`config.mk`:
```
export PLATFORM = sky130hd
export DESIGN_NAME = multicycle_controller
export DESIGN_NICKNAME = d
export VERILOG_FILES = /design/src/rtl/multicycle_controller.sv
export SDC_FILE = /design/constraint.sdc
export NUM_CORES = 1
export LEC_CHECK = 0
export ABC_AREA = 1
export CORE_AREA = 2 2 39 41
export CTS_CLUSTER_DIAMETER = 100
export DETAILED_ROUTE_END_ITERATION = 10
export DIE_AREA = 0 0 41 43
export PLACE_DENSITY = 0.73
export SLEW_MARGIN = 15
export SYNTH_ARGS = -nofsm -noshare
export SYNTH_HDL_FRONTEND = slang
export SYNTH_SLANG_ARGS = --single-unit
```
`constraint.sdc`:
```
create_clock -name clk -period 2.6 [get_ports clk]
set_input_delay 0.26 -clock clk [delete_from_list [all_inputs] [get_ports clk]]
set_output_delay 0.26 -clock clk [all_outputs]
set_load 0.05 [all_outputs]
```
`src/rtl/multicycle_controller.sv`:
```
// Multi-cycle FETCH/DECODE/MEM/WB sequencer for the 8-bit RISC CPU.
// Optional memory-wait timeout with sticky err is enabled by defining MEM_TIMEOUT_EN.
module multicycle_controller #(
  parameter int OPCODE_W     = 3,
  parameter int ALU_OP_W     = 2,
  parameter int MEM_WAIT_MAX = 15
) (
  input  logic                clk,
  input  logic                rst_n,
  input  logic                start,
  input  logic [OPCODE_W-1:0] opcode,
  input  logic                acc_zero,
  input  logic                mem_ready,
  output logic [2:0]          state,
  output logic                busy,
  output logic                pc_inc,
  output logic                ir_load,
  output logic                jump,
  output logic                skip,
  output logic                mem_read,
  output logic                mem_write,
  output logic                acc_write,
  output logic                alu_to_acc,
  output logic [ALU_OP_W-1:0] alu_op,
  output logic                halt,
  output logic                err
);

  typedef enum logic [2:0] {
    S_IDLE   = 3'd0,
    S_FETCH  = 3'd1,
    S_DECODE = 3'd2,
    S_MEM    = 3'd3,
    S_WB     = 3'd4,
    S_HALTED = 3'd5
  } state_e;

  localparam logic [2:0] OP_HLT = 3'd0, OP_SKZ = 3'd1, OP_ADD = 3'd2, OP_AND = 3'd3;
  localparam logic [2:0] OP_XOR = 3'd4, OP_LDA = 3'd5, OP_STO = 3'd6, OP_JMP = 3'd7;

  state_e              state_q, state_d;
  logic [OPCODE_W-1:0] op_q, op_d;
  logic [2:0]          op_lo;
  logic                is_nop;
  logic                waiting;
  logic                timeout;
  logic [1:0]          aop;

  assign op_lo   = op_q[2:0];
  assign waiting = (state_q == S_FETCH) || (state_q == S_MEM);

  generate
    if (OPCODE_W > 3) begin : g_nop
      assign is_nop = |op_q[OPCODE_W-1:3];
    end else begin : g_no_nop
      assign is_nop = 1'b0;
    end
  endgenerate

`ifdef MEM_TIMEOUT_EN
  localparam int WCNT_W = (MEM_WAIT_MAX < 2) ? 1 : $clog2(MEM_WAIT_MAX + 1);
  logic [WCNT_W-1:0] wait_q;
  logic              err_q;

  // Fires on the wait cycle that would bring the count to MEM_WAIT_MAX; a ready
  // on that same cycle takes priority.
  assign timeout = waiting && !mem_ready && (wait_q == WCNT_W'(MEM_WAIT_MAX - 1));
  assign err     = err_q;

  always_ff @(posedge clk or negedge rst_n) begin
    if (!rst_n) begin
      wait_q <= '0;
      err_q  <= 1'b0;
    end else begin
      wait_q <= (waiting && !mem_ready && !timeout) ? wait_q + 1'b1 : '0;
      err_q  <= err_q | timeout;
    end
  end
`else
  assign timeout = 1'b0;
  assign err     = 1'b0;
`endif

  always_comb begin
    state_d = state_q;
    op_d    = op_q;
    case (state_q)
      S_IDLE:   if (start) state_d = S_FETCH;
      S_FETCH: begin
        if (mem_ready) begin
          state_d = S_DECODE;
          op_d    = opcode;
        end else if (timeout) begin
          state_d = S_HALTED;
        end
      end
      S_DECODE: begin
        if (is_nop) state_d = S_FETCH;
        else begin
          case (op_lo)
            OP_HLT:         state_d = S_HALTED;
            OP_SKZ, OP_JMP: state_d = S_FETCH;
            default:        state_d = S_MEM;
          endcase
        end
      end
      S_MEM: begin
        if (mem_ready)    state_d = (op_lo == OP_STO) ? S_FETCH : S_WB;
        else if (timeout) state_d = S_HALTED;
      end
      S_WB:     state_d = S_FETCH;
      S_HALTED: if (start) state_d = S_FETCH;
      default:  state_d = S_IDLE;
    endcase
  end

  always_ff @(posedge clk or negedge rst_n) begin
    if (!rst_n) begin
      state_q <= S_IDLE;
      op_q    <= '0;
    end else begin
      state_q <= state_d;
      op_q    <= op_d;
    end
  end

  // Strobes decode the registered state so reset clears them immediately;
  // the fetch-complete pulses also qualify on mem_ready so PC advances once.
  always_comb begin
    pc_inc     = 1'b0;
    ir_load    = 1'b0;
    jump       = 1'b0;
    skip       = 1'b0;
    mem_read   = 1'b0;
    mem_write  = 1'b0;
    acc_write  = 1'b0;
    alu_to_acc = 1'b0;
    aop        = 2'b00;
    halt       = 1'b0;
    case (state_q)
      S_FETCH: begin
        mem_read = 1'b1;
        pc_inc   = mem_ready;
        ir_load  = mem_ready;
      end
      S_DECODE: begin
        jump = !is_nop && (op_lo == OP_JMP);
        skip = !is_nop && (op_lo == OP_SKZ) && acc_zero;
      end
      S_MEM: begin
        mem_write = (op_lo == OP_STO);
        mem_read  = (op_lo != OP_STO);
      end
      S_WB: begin
        acc_write  = 1'b1;
        alu_to_acc = (op_lo != OP_LDA);
        case (op_lo)
          OP_ADD:  aop = 2'b01;
          OP_AND:  aop = 2'b10;
          OP_XOR:  aop = 2'b11;
          default: aop = 2'b00;
        endcase
      end
      S_HALTED: halt = 1'b1;
      default: ;
    endcase
  end

  assign state  = state_q;
  assign busy   = (state_q != S_IDLE) && (state_q != S_HALTED);
  assign alu_op = ALU_OP_W'(aop);

endmodule
```
==> out/metrics.yaml <==
timing:
  fmax_ghz: 0.434
  report.final.setup_viol: 0
  rsz0062_at_grt: "no"
  fin_worst_skew_ns: 0.00635
  hold_violations: 0
  fin_crit_sh_pct: 88.7
  min_period_ns: 2.31
  slew_headroom_pct: 64.6
  slew_violations: 0
  worst_slew_pin_slew_ns: 0.530
  fin_tns_setup_ns: 0
  setup_ws_ns: 0.294
  hold_slack_ns: 0.251
critical_path:
  crit_path_top_delay_cell: "clkdlybuf4s50_1"
  crit_buf_inv: 2
  slowest_delay_ns: 0.83
  crit_required_ns: 2.34
  cpLargestDelayFamily: "buffers and inverters"
  path_class: "reg -> out"
  arrival_ns: 2.05
  startpoint_type: "flip-flop"
  crit_path_end_kind: "output pin"
  r2r_setup_slack_ns: 1.42
  cp_cell_sequence: "inv_2 -> nand3_1 -> nor3b_1 -> clkdlybuf4s50_1"
  crit_fanout: 5
final_layout:
  final_core_util_pct: 52.2
  drive_above_1_share_pct: 14.9
  nNetsFinal: 104
  fillerInstances: 140
  antennaDiodeCount: 0
  area_growth_pct: 52.2
routing:
  num_vias: 513
  antenna_left: 0
  wirelength_mm: 1.13
  routedWlPerCell_um: 10.2
  routed_via_density: 4.66
  drtIter0Drc: 17
  dr.pass1.iters: 4
  drc: 0
synth:
  ys_warn_count: 0
  synth_cell_type_count: 20
  ys_ff_latch: 6
  ys_seq_area_share_pct: 31.7
  avgSynthCellArea_sq_um: 6.68
  synth_area_sq_um: 474
  syn_nets: 79
  syn_inst: 71
power_and_ir_drop:
  vdd_ir_drop_max_mv: 0.734
  p_per_area_nw_per_um2: 1510
  leakagePower_uw: 0.000331
global_route:
  grt_pass1_vias: 449
  grt-ovfl-total: 0
  grt_start_max_net_pins: 9
  grt_pass1_wl_mm: 1.82
  grt.total_usage_pct: 15.9
  antenna_found_initial: 0
floorplanning:
  die_w_um: 41
  rows: 14
  initial_core_util_pct: 34.3
  die_h_um: 43
  coreArea_sq_um: 1380
  io_pins: 24
  dieArea_sq_um: 1760
clocking:
  worstSkewPairLatency_ns: 0.25
  clk_pin_slew_ns: 0.05
  cts_made_buffers: 3
  cts_hold_buf: 0
  cts_setup_buffers: 0
  cts_resized: 0
  cts_tree: "built"
  clock_sinks: 6
  clockBufferDepth: 2
  cts-root-buf: "clkbuf_4"
  cts_htree_levels: 1
placement:
  place_ws_ns: 0.554
  hpwl_um: 943
  port_buffers: 22
  place_congestion: 0.866
status:
  status: "finished, final reports clean"
hold_path:
  hold_class: "in -> async"
job:
  cap_violations: 0
-- where the power goes --
group          leakage [uW]  switching, uW  internal [uW]  total, uW
Sequential        0.0000753           70.0            141        211
Clock             0.0000138           32.7           52.1       84.9
Combinational      0.000242            540            253        792
-- stage by stage --
stage	instance area, sq um	instances	power [uW]
floorplan	474	71	787
global placement	699	107	1010
detailed placement	699	107	1010
CTS	722	110	1100
global route	722	110	1170
finish	722	110	1090
-- cell usage after synthesis --
| cell type | instances | area share, % |
|---|---|---|
| buf_4 | 2 | 3.2 |
| nand2_4 | 1 | 2.4 |
| o21bai_1 | 2 | 3.2 |
| nor2_4 | 1 | 2.4 |
| o21ai_0 | 1 | 1.1 |
| a31oi_1 | 1 | 1.3 |
| inv_1 | 6 | 4.7 |
| nor2_2 | 3 | 4.0 |
| a21oi_1 | 3 | 3.2 |
| dfrtp_1 | 6 | 32 |
| nand3_1 | 6 | 6.3 |
| nand3_4 | 1 | 3.7 |
| inv_2 | 4 | 3.2 |
| nor3b_1 | 1 | 1.6 |
| nand2_1 | 20 | 16 |
| conb_1 | 1 | 0.79 |
| o21ai_1 | 5 | 5.3 |
| nor2_1 | 5 | 4.0 |
| nor3_1 | 1 | 1.1 |
| nand2_2 | 1 | 1.3 |
-- final cells by class --
class	count	area [sq um]	share of cell area, %
inverter	10	37.5	5.20
multi-input combinational	53	272	37.6
tap	16	20.0	2.77
sequential	6	150	20.8
clock buffer	3	22.5	3.12
timing repair buffer	22	220	30.5
-- layout by cell type, fill, tap and decap left out --
cell type,instances
clkdlybuf4s50_1,22
nand3_4,1
a21oi_1,3
nor3b_1,1
inv_1,6
nand3_1,6
a31oi_1,1
nor2_2,3
inv_2,4
conb_1,1
nand2_4,1
nand2_1,20
o21bai_1,2
o21ai_0,1
nand2_2,1
dfrtp_1,6
nor3_1,1
nor2_4,1
clkbuf_4,3
nor2_1,5
o21ai_1,5
-- layer usage --
metal	part of all wire, %	up-vias	GRT usage, %
met1	42	224	18.2
li1	-	269	-
met4	3.6	0	12.0
met5	0	-	0
met3	6.2	5	5.24
met2	48	15	23.1
-- final timing paths --
check	startpoint	end	cells past startpoint
worst min register to register	state[2]	state[2]	2
min in group clk	opcode[0]	op_lo[0]	3
worst max-delay path	state[2]	skip	4
worst min-delay path	rst_n	state[2]	1
worst max register to register	state[2]	op_lo[2]	7
max in group asynchronous	rst_n	op_lo[0]	1
-- registers in the layout, indices dropped and copies added (netlist names) --
name and flops:
op_lo 3, state 3
-- cells by family (layout without fill, tap and decap cells) --
logic type	after synthesis	in the layout	share of synthesized area, %
AOI/OAI and AO/OA	12	12	14.0
DFF	6	6	31.7
other	1	1	0.791
buffers and inverters	12	35	11.1
and+or+nand+nor	40	40	42.5
No activity file was read; power rests on OpenSTA's default activity.
